$ cat src/rtl/mask_byte_serializer_if.sv
// Handshake bundle between the pixel decision stage, the mask byte serializer and the result SRAM.
// The master drives pixels, start and io_valid; the slave is the serializer.
interface mask_byte_serializer_if;
  logic start;
  logic pixel_valid;
  logic is_foreground;
  logic pixel_ready;
  logic write_req;
  logic io_valid;
  logic write_in;
  logic busy;
  logic frame_done;
  logic overflow;
  logic underflow;

  modport master (
    output start,
    output pixel_valid,
    output is_foreground,
    output io_valid,
    input  pixel_ready,
    input  write_req,
    input  write_in,
    input  busy,
    input  frame_done,
    input  overflow,
    input  underflow
  );

  modport slave (
    input  start,
    input  pixel_valid,
    input  is_foreground,
    input  io_valid,
    output pixel_ready,
    output write_req,
    output write_in,
    output busy,
    output frame_done,
    output overflow,
    output underflow
  );
endinterface

$ cat src/rtl/mask_byte_serializer.sv
// Expands per-pixel foreground decisions into 0xFF/0x00 mask bytes and shifts them MSB-first
// into the result SRAM, one bit per io_valid strobe, through a bounded pixel FIFO.
module mask_byte_serializer #(
  parameter int IMG_LENGTH      = 16384,
  parameter int FIFO_DEPTH      = 64,
  parameter int START_THRESHOLD = 32
) (
  input logic                   clk,
  input logic                   reset,
  mask_byte_serializer_if.slave bus
);

  localparam int PTR_W = (FIFO_DEPTH > 1) ? $clog2(FIFO_DEPTH) : 1;
  localparam int CNT_W = $clog2(FIFO_DEPTH + 1);
  localparam int PIX_W = $clog2(IMG_LENGTH + 1);

  localparam logic [1:0] ST_IDLE   = 2'd0;
  localparam logic [1:0] ST_FILL   = 2'd1;
  localparam logic [1:0] ST_STREAM = 2'd2;
  localparam logic [1:0] ST_DONE   = 2'd3;

  localparam logic [CNT_W-1:0] DEPTH_C = CNT_W'(FIFO_DEPTH);
  localparam logic [CNT_W-1:0] THR_C   = CNT_W'(START_THRESHOLD);
  localparam logic [PIX_W-1:0] IMG_C   = PIX_W'(IMG_LENGTH);

  logic [1:0]            state_q, state_d;
  logic [FIFO_DEPTH-1:0] fifo_mem_q, fifo_mem_d;
  logic [PTR_W-1:0]      head_q, head_d;
  logic [PTR_W-1:0]      tail_q, tail_d;
  logic [CNT_W-1:0]      count_q, count_d;
  logic [PIX_W-1:0]      in_pix_q, in_pix_d;
  logic [PIX_W-1:0]      out_pix_q, out_pix_d;
  logic [2:0]            bit_cnt_q, bit_cnt_d;
  logic                  write_req_q, write_req_d;
  logic                  overflow_q, overflow_d;
  logic                  underflow_q, underflow_d;

  logic in_run;
  logic fifo_empty;
  logic pixel_ready;
  logic push;
  logic drop;
  logic bit_adv;
  logic pop;
  logic write_in;

  // Handshake decode; acceptance looks only at the registered occupancy, so a full FIFO
  // refuses a pixel even in a cycle where the head is being popped.
  always_comb begin
    in_run      = (state_q == ST_FILL) || (state_q == ST_STREAM);
    fifo_empty  = (count_q == CNT_W'(0));
    pixel_ready = in_run && (count_q < DEPTH_C) && (in_pix_q < IMG_C);
    push        = bus.pixel_valid && pixel_ready;
    drop        = bus.pixel_valid && !pixel_ready && in_run;
    bit_adv     = (state_q == ST_STREAM) && bus.io_valid;
    pop         = bit_adv && (bit_cnt_q == 3'd7) && !fifo_empty;
    if ((state_q == ST_STREAM) && !fifo_empty) begin
      write_in = fifo_mem_q[head_q];
    end else begin
      write_in = 1'b0;
    end
  end

  // Next-state for the FSM, FIFO pointers, frame counters and sticky error flags.
  always_comb begin
    state_d     = state_q;
    fifo_mem_d  = fifo_mem_q;
    head_d      = head_q;
    tail_d      = tail_q;
    count_d     = count_q;
    in_pix_d    = in_pix_q;
    out_pix_d   = out_pix_q;
    bit_cnt_d   = bit_cnt_q;
    write_req_d = 1'b0;
    overflow_d  = overflow_q;
    underflow_d = underflow_q;

    if (push) begin
      fifo_mem_d[tail_q] = bus.is_foreground;
      tail_d             = tail_q + PTR_W'(1);
      in_pix_d           = in_pix_q + PIX_W'(1);
    end else begin
      tail_d = tail_q;
    end

    if (pop) begin
      head_d = head_q + PTR_W'(1);
    end else begin
      head_d = head_q;
    end

    case ({push, pop})
      2'b10:   count_d = count_q + CNT_W'(1);
      2'b01:   count_d = count_q - CNT_W'(1);
      default: count_d = count_q;
    endcase

    // An empty FIFO still consumes strobes: the SRAM sees a 0x00 byte and the frame keeps moving.
    if (bit_adv) begin
      bit_cnt_d = bit_cnt_q + 3'd1;
      if (bit_cnt_q == 3'd7) begin
        out_pix_d = out_pix_q + PIX_W'(1);
      end else begin
        out_pix_d = out_pix_q;
      end
      if (fifo_empty) begin
        underflow_d = 1'b1;
      end else begin
        underflow_d = underflow_q;
      end
    end else begin
      bit_cnt_d = bit_cnt_q;
    end

    if (drop) begin
      overflow_d = 1'b1;
    end else begin
      overflow_d = overflow_q;
    end

    case (state_q)
      ST_IDLE: begin
        if (bus.start) begin
          state_d     = ST_FILL;
          head_d      = PTR_W'(0);
          tail_d      = PTR_W'(0);
          count_d     = CNT_W'(0);
          in_pix_d    = PIX_W'(0);
          out_pix_d   = PIX_W'(0);
          bit_cnt_d   = 3'd0;
          overflow_d  = 1'b0;
          underflow_d = 1'b0;
        end else begin
          state_d = ST_IDLE;
        end
      end
      ST_FILL: begin
        // Decided on next-cycle occupancy so write_req lands in the cycle after the enabling push.
        if ((count_d >= THR_C) || (in_pix_d == IMG_C)) begin
          state_d     = ST_STREAM;
          write_req_d = 1'b1;
        end else begin
          state_d = ST_FILL;
        end
      end
      ST_STREAM: begin
        if (out_pix_d == IMG_C) begin
          state_d = ST_DONE;
        end else begin
          state_d = ST_STREAM;
        end
      end
      ST_DONE: begin
        state_d = ST_IDLE;
      end
      default: begin
        state_d = ST_IDLE;
      end
    endcase
  end

  // State and datapath registers with synchronous reset.
  always_ff @(posedge clk) begin
    if (reset) begin
      state_q     <= ST_IDLE;
      fifo_mem_q  <= {FIFO_DEPTH{1'b0}};
      head_q      <= PTR_W'(0);
      tail_q      <= PTR_W'(0);
      count_q     <= CNT_W'(0);
      in_pix_q    <= PIX_W'(0);
      out_pix_q   <= PIX_W'(0);
      bit_cnt_q   <= 3'd0;
      write_req_q <= 1'b0;
      overflow_q  <= 1'b0;
      underflow_q <= 1'b0;
    end else begin
      state_q     <= state_d;
      fifo_mem_q  <= fifo_mem_d;
      head_q      <= head_d;
      tail_q      <= tail_d;
      count_q     <= count_d;
      in_pix_q    <= in_pix_d;
      out_pix_q   <= out_pix_d;
      bit_cnt_q   <= bit_cnt_d;
      write_req_q <= write_req_d;
      overflow_q  <= overflow_d;
      underflow_q <= underflow_d;
    end
  end

  assign bus.pixel_ready = pixel_ready;
  assign bus.write_req   = write_req_q;
  assign bus.write_in    = write_in;
  assign bus.busy        = (state_q != ST_IDLE);
  assign bus.frame_done  = (state_q == ST_DONE);
  assign bus.overflow    = overflow_q;
  assign bus.underflow   = underflow_q;

endmodule
$ cat src/flat_wrapper.sv
// flat-port wrapper written by rule: the top's interface ports become plain ports
module mask_byte_serializer_flat 
#(
  parameter int IMG_LENGTH      = 16384,
  parameter int FIFO_DEPTH      = 64,
  parameter int START_THRESHOLD = 32
)
  (clk, reset, bus_start, bus_pixel_valid, bus_is_foreground, bus_io_valid, bus_pixel_ready, bus_write_req, bus_write_in, bus_busy, bus_frame_done, bus_overflow, bus_underflow);
  mask_byte_serializer_if bus_i ();
  input logic clk;
  input logic reset;
  input wire logic [$bits(bus_i.start)-1:0] bus_start;
  input wire logic [$bits(bus_i.pixel_valid)-1:0] bus_pixel_valid;
  input wire logic [$bits(bus_i.is_foreground)-1:0] bus_is_foreground;
  input wire logic [$bits(bus_i.io_valid)-1:0] bus_io_valid;
  output wire logic [$bits(bus_i.pixel_ready)-1:0] bus_pixel_ready;
  output wire logic [$bits(bus_i.write_req)-1:0] bus_write_req;
  output wire logic [$bits(bus_i.write_in)-1:0] bus_write_in;
  output wire logic [$bits(bus_i.busy)-1:0] bus_busy;
  output wire logic [$bits(bus_i.frame_done)-1:0] bus_frame_done;
  output wire logic [$bits(bus_i.overflow)-1:0] bus_overflow;
  output wire logic [$bits(bus_i.underflow)-1:0] bus_underflow;
  assign bus_i.start = bus_start;
  assign bus_i.pixel_valid = bus_pixel_valid;
  assign bus_i.is_foreground = bus_is_foreground;
  assign bus_i.io_valid = bus_io_valid;
  assign bus_pixel_ready = bus_i.pixel_ready;
  assign bus_write_req = bus_i.write_req;
  assign bus_write_in = bus_i.write_in;
  assign bus_busy = bus_i.busy;
  assign bus_frame_done = bus_i.frame_done;
  assign bus_overflow = bus_i.overflow;
  assign bus_underflow = bus_i.underflow;
  mask_byte_serializer #(.IMG_LENGTH(IMG_LENGTH), .FIFO_DEPTH(FIFO_DEPTH), .START_THRESHOLD(START_THRESHOLD)) u_core (.clk(clk), .reset(reset), .bus(bus_i));
endmodule
$ cat config.mk
export PLATFORM = sky130hd
export DESIGN_NAME = mask_byte_serializer_flat
export DESIGN_NICKNAME = d
export VERILOG_FILES = /design/src/rtl/mask_byte_serializer_if.sv /design/src/rtl/mask_byte_serializer.sv /design/src/flat_wrapper.sv
export SDC_FILE = /design/constraint.sdc
export NUM_CORES = 1
export LEC_CHECK = 0
export ABC_AREA = 1
export BUFFER_PORTS_ARGS = -buffer_cell sky130_fd_sc_hd__clkbuf_2
export CAP_MARGIN = 10
export CORE_ASPECT_RATIO = 1.25
export CORE_MARGIN = 3
export CORE_UTILIZATION = 52
export DETAILED_ROUTE_END_ITERATION = 10
export PLACE_DENSITY = 0.77
export SLEW_MARGIN = 20
export SYNTH_ARGS = -nofsm -noshare
export SYNTH_HDL_FRONTEND = slang
export SYNTH_SLANG_ARGS = --single-unit
$ cat constraint.sdc
create_clock -name clk -period 5.64 [get_ports clk]
set_input_delay 1.128 -clock clk [delete_from_list [all_inputs] [get_ports clk]]
set_output_delay 1.128 -clock clk [all_outputs]
set_load 0.005 [all_outputs]
==> out/summary.md, run 1 <==
The flow ran to the end, and the final reports show no timing, DRC or antenna violations. The required time of the worst setup path is 4510 ps. For this design the static power due to leakage is 3.03 nW. The logs give 0 ps for the setup total negative slack and 45 for the number of placement rows.

The kind of cell with the highest combined delay along the critical path is flip-flops. STA classifies the critical path endpoint as a primary output. The per-cell routed wire length was 14.1 µm.

TritonCTS built the clock tree. The critical path contains buffers and inverters numbering 2 combined. The slew at the pin with the worst max-slew slack works out to 1040 ps. The critical path's slowest cell was dfxtp_1. For this run, the post-layout net count is 971. Maximum ir drop on the vdd rail: 0.143 mV. For the starting density of the core, the log shows 53.5%.

The maximum buffer depth of the clock tree was 2; the number of iterations in the first detailed-routing pass was 5. For the initial antenna violation count, the log shows 0. Final critical-path required period: 4270 ps. The fraction of layout cells with a size suffix above 1 is 8.20%. Compared with the post-synthesis result, the final layout area differs by 10.6%. In this run the biggest area consumer among cell types represents 37.3% of the synthesized area. The tools report the number of endpoints with negative hold slack in the final report as 0. In this run the count of I/O pins placed on the die edge is 13.

Using the TritonRoute via totals, the vias-per-cell ratio works out to 5.39. The synthesized area divided by synthesized cell count is 6.83 µm². The most used flip-flop cell after synthesis is dfxtp_1.

The clock-pin slew of the registers on the worst-case setup and hold paths is 60 ps, and the power density over cell area is 277 mW/mm². The count of pins over their slew limit is 0, and the share of flip-flops with an asynchronous set or reset after synthesis is 0%. The repair_antennas step left the layout with diodes totalling 0. The tools report the via count of the first global-routing pass as 5624. Clock tree root driver cell: clkbuf_16. In this run, distinct cell masters in the synthesized netlist total 40.

Along the worst path, the maximum fanout reaches 27. The total area inside the core boundary comes to 0.0122 mm². Buffers added to address setup during post-CTS repair amount to 0.

The cell area that synthesis handed to floorplanning was 0.00650 mm². For the number of setup violations in the final report, the log shows 0. The type of the worst min-delay path was reg -> reg. At the end of routability-driven placement, the weighted congestion stood at 0.919. The height of the die works out to 131 µm. Full die area: 0.0139 mm².

For the cts-stage hold buffer count, the log shows 0. The number of CTS-inserted buffers is 17, and the number of design-rule violations left by the first detailed-router iteration is 472. The clock net in this run drives a total of 121 sinks. The worst-case clock skew came out at 10.2 ps. Most instantiated library cell after synthesis: nand2_1.

Detailed placement ended at an HPWL of 10900 µm. Walking the worst path, the cells encountered are clkinv_1 > a21oi_1 > o21ai_0 > nand3_1 > nand3_1 > nand3_1 > nand3_1 > a211oi_1 > clkbuf_2. The clock network accounts for 52.5% of the total power.

The remaining number of nets flagged by the antenna check after routing came out at 0. The source-to-sink clock delay at the later pin of the worst-skew pair was 410 ps; the final wirelength was 15900 µm. On the worst path, the slowest cell contributes a delay of 930 ps. The run gives 3140 ps as the endpoint arrival time on the critical path.

Switching power summed over all nets: 0.442 mW. The Yosys step of the flow raised 0 warnings. The tools report the number of max-cap violations as 0. Hold is met by 457 ps. Derived from the worst setup path, the maximum achievable clock frequency is 234 MHz. The worst pin sits at a relative slew slack of 30.5%.

Registers are responsible for 43.5% of the overall power. For the overall via count from detail_route, the log shows 6081. The cell that appears most often on the critical path is nand3_1. In the global route stage, overall resource usage came out at 24.1%. In this run, synthesis inferred 0 flip-flops with an integrated enable.

Post-CTS repair changed the size of 0 cells. For the total area of multi-input combinational cells, the log shows 0.00343 mm². The classification of the worst setup path is reg -> out. STA classifies the critical path startpoint as a flip-flop. The count of buffers added on input and output ports is 12.

The total congestion overflow after global routing is 0, and the die extent in x is 106 µm. When the netlist entered floorplanning its net count stood at 972. Setup repair after global routing left no endpoint under its margin. Ranked by total cell area, the synthesized netlist is headed by dfxtp_1, nand2_1, inv_1. The synthesized design contains 121 register bits. For this run, the register share of the synthesized area comes to 37.3%. Of the available clock period, the critical path in the final layout requires 75.7%. The commonest cells after synthesis are nand2_1, inv_1, dfxtp_1.

The logs give 1.55 mW for the internal power contribution and 4.0% for the combinational group share of total power. Summed over all instances, the cell type with the most area after synthesis is dfxtp_1. In the routed design, unresolved DRC markers number 0. Registers take 0.00242 mm². The wire length of the first global-routing pass is 26900 µm, and the maximum number of pins on one net before global-route repair is 56. Net switching is 22.2% of the power. The number of fillers in the final layout came out at 1165. The number of levels in the clock H-tree came out at 4. After technology mapping, the gate count stands at 952.
## worst paths after layout
path,slack (ps),cells after the start,end,start
hold / removal,460,2,u_core.fifo_mem_q[23]$_SDFFE_PP0P_,u_core.fifo_mem_q[23]$_SDFFE_PP0P_
hold reg to reg,460,2,u_core.fifo_mem_q[23]$_SDFFE_PP0P_,u_core.fifo_mem_q[23]$_SDFFE_PP0P_
setup reg to reg,2320,20,u_core.bus.write_req$_SDFF_PP0_,u_core.state_q[0]$_SDFF_PP0_
setup / recovery,1370,9,bus_write_in,u_core.head_q[1]$_SDFF_PP0_
## registers in the layout, indices dropped and copies added, names as in the netlist
register              cells
u_core.bus.overflow       1
u_core.bus.underflow      1
u_core.in_pix_q          15
u_core.out_pix_q         15
u_core.state_q            2
u_core.bus.write_req      1
u_core.head_q             6
u_core.bit_cnt_q          3
u_core.count_q            7
u_core.fifo_mem_q        64
u_core.tail_q             6
## layout by cell type, fill, tap and decap left out, types with 2 or more instances in the layout
cell	n
clkbuf_8	2
o21ai_0	81
dfxtp_1	120
nand4_1	13
nor2_2	2
o21ai_1	3
nand3_1	50
nand2_1	194
buf_4	2
inv_2	7
xor2_1	12
clkbuf_16	17
clkbuf_1	4
o21bai_1	3
a311oi_1	12
o211a_1	8
nor2_4	6
nor3_2	2
ha_1	14
nand2_2	7
nor3_1	12
a31oi_1	21
nand3_2	3
o211ai_1	4
a211oi_1	4
clkinv_1	2
o22ai_1	4
xnor2_1	2
inv_1	122
nor3_4	4
a21oi_1	77
nor2_1	120
clkbuf_2	12
clkinv_2	6
bufinv_16	2
## metrics by stage
stage / instance area [µm²] / std cells / setup slack, ps / power (mW) / util [%]
6_report: 7190 / 1128 / 1370 / 1.99 / 59.1
5_1_grt: 7190 / 1128 / 1180 / 2.05 / 59.1
4_1_cts: 7190 / 1128 / 1090 / 2.00 / 59.1
2_1_floorplan: 6500 / 952 / 2430 / 0.941 / -
3_3_place_gp: 6620 / 1096 / 1600 / 0.962 / 54.4
3_5_place_dp: 6620 / 1096 / 1550 / 0.963 / 54.4
## power by group through the flow
stage | combinational (mW) | sequential [mW] | clock, mW
after global placement | 0.0787 | 0.884 | 0
after floorplan | 0.0590 | 0.882 | 0
after detailed placement | 0.0788 | 0.884 | 0
after CTS | 0.0795 | 0.866 | 1.05
after global routing | 0.0905 | 0.866 | 1.09
final | 0.0796 | 0.866 | 1.04
## area by class of cell
| class | count | area share (%) |
|---|---|---|
| inverters | 131 | 6.84 |
| multi-input cells | 666 | 47.7 |
| well taps | 164 | 2.85 |
| flip-flops and latches | 121 | 33.7 |
| clock buffers | 23 | 6.51 |
| clock inverters | 9 | 1.36 |
| repair buffers | 14 | 1.04 |
## per-layer routing
layer | share of wire, % | vias up | wire, µm | GRT usage, %
met5 | 0 | - | 0 | 0
met4 | 2.3 | 0 | 369 | 9.98
met3 | 4.5 | 29 | 720 | 4.13
met2 | 50 | 159 | 7990 | 42.2
met1 | 43 | 2764 | 6850 | 29.5
li1 | - | 3129 | - | -
## worst register-to-register path, stage by stage, from the launching register on
cell,delay [ps]
dfxtp_1,360
inv_1,90
ha_1,380
nand4_4,360
ha_1,460
inv_2,130
nand2_1,60
nand2_1,80
inv_1,50
ha_1,170
or2_2,330
nand3_1,130
nand2_1,70
nand2_1,50
nand2_1,40
nand2_1,70
nand2_1,50
nor2_1,120
nand2_1,80
nand2_2,70
nor2_1,40
## cell families (layout without fill, tap and decap cells)
kind of cell,Yosys count,in the layout,synth area share (%)
AOI/OAI and AO/OA,220,220,19.3
xor gates and xnor gates,14,14,1.89
adders and majority gates,14,14,2.69
buffers and inverters,165,177,10.1
DFF,121,121,37.3
and+or+nand+nor,418,418,28.8
No activity file was read; power rests on OpenSTA's default activity.
==> run 2, diff against run 1 <==
Settings changed: ABC_AREA 1 to 0, PLACE_DENSITY 0.77 to 0.8.
Clock period 5.64 ns to 3.6 ns, I/O delays scaled along.
==> run 2 against run 1 <==
Core utilization up 0.27 points. Die area fell by 3.3%. Clock-buffer cell count down 4. Critical endpoint is now u_core.state_q[0]$_SDFF_PP0_. Highest routed layer unchanged.
==> out/summary.md, run 2 <==
The internal power contribution was 2.32 mW (+50%); the number of flops mapped to enable cells by yosys was 0 (unchanged). The combinational group share of total power was 2.8% (-1.2 points); the height of the die was 129 µm (-1.7%). The placed wire-length estimate was 9560 µm (-12%). TritonCTS built the clock tree. The per-cell routed wire length came out at 15.9 µm (+13%).

The fraction of synthesized cell area taken by the top area cell type was 38.6% (+1.3 points). The number of endpoints with negative hold slack in the final report is 0 (unchanged), and the peak fanout along the critical path is 12 (-56%). The post-route standard cell area excluding fillers is 0.00696 mm² (-3.1%).

The layout overhead on the synthesized area works out to 11.0%. By count the netlist is led by dfxtp_1, nand2_1, nor2_1. Count of distinct cell types in the synthesized netlist: 53 (+33%). The maximum number of pins on one net before global-route repair came out at 69 (+23%).

The maximum buffer depth of the clock tree is 2 (unchanged). The most used flip-flop cell after synthesis is dfxtp_1. The setup total negative slack was 0 ps (unchanged); the number of nets in the synthesized netlist was 782 (-20%). The worst setup path is of the reg -> reg kind.

Leaving out fill and tap cells, the most frequent cell in the layout is dfxtp_1. The tools report the wire length of the first global-routing pass as 24600 µm (-8.5%). For the number of clock sinks, the log shows 121 (unchanged). STA classifies the critical path endpoint as a flip-flop. The run gives 0 (unchanged) as the number of antenna diodes. The overall via count from detail_route came out at 5564 (-8.5%). The largest registers in the layout are u_core.fifo_mem_q x64, u_core.in_pix_q x15, u_core.out_pix_q x15. Remaining number of nets flagged by the antenna check after routing: 0 (unchanged).

The leakage power figure was 2.26 nW (-25%). The total I/O pin count is 13 (unchanged). The tightest min-delay check is of the reg -> reg type. The ratio of final minimum period to clock period was 93.9%; the full die area was 0.0134 mm² (-3.3%). For the via count of the first global-routing pass, the log shows 5277 (-6.2%).

For the initial antenna violation count, the log shows 0 (unchanged). Of all cell types, the one taking the most synthesized area is dfxtp_1. The tools report the netlist area before placement as 0.00627 mm² (-3.5%). The number of remaining DRC errors is 0 (unchanged). For the global-route usage over all layers, the log shows 22.4% (-1.7 points). The tools report the post-CTS resize count as 0 (unchanged). The run gives 14600 µm (-8.1%) as the final wirelength. The worst-case clock skew came out at 7.25 ps (-2.92 ps). The run finished with clean final reports. The slew at the pin with the worst max-slew slack came out at 1110 ps (+75.1 ps). Setup repair after global routing left no endpoint under its margin. The post-CTS repair timing setup buffer count is 0 (unchanged), and the die extent in x is 104 µm (-1.7%). The fraction of layout cells with a size suffix above 1 is 12.1% (+3.9 points).

Element type at the critical path start: a flip-flop. The depth of the worst register-to-register path was 14 (-30%). The endpoint arrival time on the critical path was 3670 ps (+530 ps).

The tools report the number of fillers in the final layout as 1002 (-14%). For this run, the top clock speed supported by timing is 296 MHz. The setup slack of the critical path after layout is 220 ps (-1150 ps). The number of max-cap violations is 0 (unchanged), and the number of levels in the clock H-tree is 4 (unchanged). The area of the core region is 0.0117 mm² (-3.6%), and the mean number of vias per cell is 6.04 (+12%). The cell depth of the worst hold path came out at 2 (unchanged). The source-to-sink clock delay at the later pin of the worst-skew pair was 410 ps (about the same); the number of CTS-inserted buffers was 17 (unchanged). Cell area after placement: 0.00642 mm² (-3.1%). The synthesized area divided by synthesized cell count is 8.23 µm² (+21%), and the total of buffers placed on input and output ports is 12 (unchanged).

The number of iterations in the first detailed-routing pass was 7 (+2); the switching power summed over all nets was 0.667 mW (+51%). In the layout the commonest cells are dfxtp_1, nand2_1, nor2_1. The power density over cell area works out to 429 mW/mm² (+55%). For the cts-stage hold buffer count, the log shows 0 (unchanged).

The total of flip-flops plus latches after synthesis is 121 (unchanged). The tools report the number of design-rule violations left by the first detailed-router iteration as 573 (+21%). The logs give 52.1% (-0.4 points) for the share of power burned in the clock network and 0 (unchanged) for the total congestion overflow after global routing. The required time of the worst setup path was 3890 ps (-620 ps); the final net count was 768 (-21%). Final weighted congestion of routability-driven global placement: 0.858 (-6.6%). The most instantiated library cell after synthesis is dfxtp_1. The max-slew headroom at the worst pin is 25.8% (-4.8 points). The sequential-to-total area share from yosys stat is 38.6% (+1.3 points). The portion of total power attributed to sequential cells is 45.1% (+1.6 points). CTS placed an instance of clkbuf_16 at the clock tree root. The logs give 0 (unchanged) for the count of pins over their slew limit and 0.224 mV (+56%) for the maximum ir drop on the vdd rail. The flip-flop count of the largest register after layout is 64 (unchanged), and the total number of yosys warnings is 0 (unchanged). The run gives 0 (unchanged) as the number of setup violations in the final report. The share of flip-flops with an asynchronous set or reset after synthesis is 0% (unchanged), and the number of standard cells after synthesis is 762 (-20%). The clock-pin slew of the registers on the worst-case setup and hold paths was 50 ps (about the same). Number of placement rows: 44 (-2.2%). The switching share of power is 22.3% (+0.10 points). For the starting density of the core, the log shows 53.5% (+0.054 points). The register with the most flip-flops in the final layout is u_core.fifo_mem_q. In the post-synthesis netlist, the biggest area contributors are dfxtp_1, mux4_2, nand2_1. The worst slack at placement was 223 ps (-1320 ps); the final critical-path required period was 3380 ps.
## run 2: cell types whose count changed in the layout (fill, tap and decap cells not counted), moves of 12 or more
cell | previous run | this run
a311oi_1 | 12 | 0
nand2_1 | 194 | 104
mux4_2 | 0 | 20
nand4_1 | 13 | 30
o21ai_0 | 81 | 38
xnor2_1 | 2 | 30
inv_1 | 122 | 8
buf_4 | 2 | 15
nor2_1 | 120 | 80
## run 2: stage by stage
step	utilization, %	instances	power (mW)	hold WS [ps]
5_1_grt	59.4	921	3.08	473
3_5_place_dp	54.7	890	1.46	447
6_report	59.4	921	2.99	453
4_1_cts	59.4	921	3.00	455
3_3_place_gp	54.7	890	1.45	434
2_1_floorplan	-	762	1.43	433
## run 2: cell families (layout without fill, tap and decap cells)
family | Yosys count | count (layout) | share of synthesized area [%]
simple gates | 339 | 339 | 26.3
mux | 29 | 29 | 8.61
fa+ha+maj | 14 | 14 | 2.79
flops | 121 | 121 | 38.6
xor+xnor | 52 | 52 | 7.26
buf+inv | 71 | 69 | 4.63
compound gates | 136 | 136 | 11.8
## run 2: final cells by class
type / instances / area [µm²] / share of cell area (%)
clock buffer: 19 / 443 / 6.36
clock inverter: 12 / 104 / 1.49
inverter: 10 / 37.5 / 0.539
multi-input combinational: 570 / 3560 / 51.2
sequential: 121 / 2420 / 34.8
timing repair buffer: 28 / 193 / 2.77
tap: 161 / 201 / 2.89
## run 2: routing by layer
layer	global-route usage (%)	wire (µm)	vias up
met2	38.1	7290	220
met1	26.8	5930	2643
met3	4.97	930	47
met5	0	0	-
met4	11.7	499	0
li1	-	-	2654
## run 2: worst paths after layout
| kind | from | end | slack, ps |
|---|---|---|---|
| hold reg to reg | u_core.bus.overflow$_SDFF_PP0_ | u_core.bus.overflow$_SDFF_PP0_ | 450 |
| setup reg to reg | u_core.state_q[0]$_SDFF_PP0_ | u_core.state_q[0]$_SDFF_PP0_ | 220 |
| hold / removal | u_core.bus.overflow$_SDFF_PP0_ | u_core.bus.overflow$_SDFF_PP0_ | 450 |
| setup / recovery | u_core.state_q[0]$_SDFF_PP0_ | u_core.state_q[0]$_SDFF_PP0_ | 220 |
## run 2: critical path: stages, from the launching register on
cell and delay [ps]:
dfxtp_1 360, inv_1 90, ha_1 320, and4bb_4 370, inv_2 90, ha_1 230, xor2_1 150, ha_1 260
nor3b_1 220, a31oi_1 70, o32a_1 180, or3_1 340, nand4_1 130, nor3_1 70, or3_1 370
## run 2: power by group through the flow
stage          sequential, mW  combinational [mW]  clock (mW)
5_1_grt                  1.35              0.0895        1.64
6_report                 1.35              0.0828        1.56
2_1_floorplan            1.37              0.0599           0
3_5_place_dp             1.38              0.0809           0
4_1_cts                  1.35              0.0813        1.58
3_3_place_gp             1.37              0.0779           0
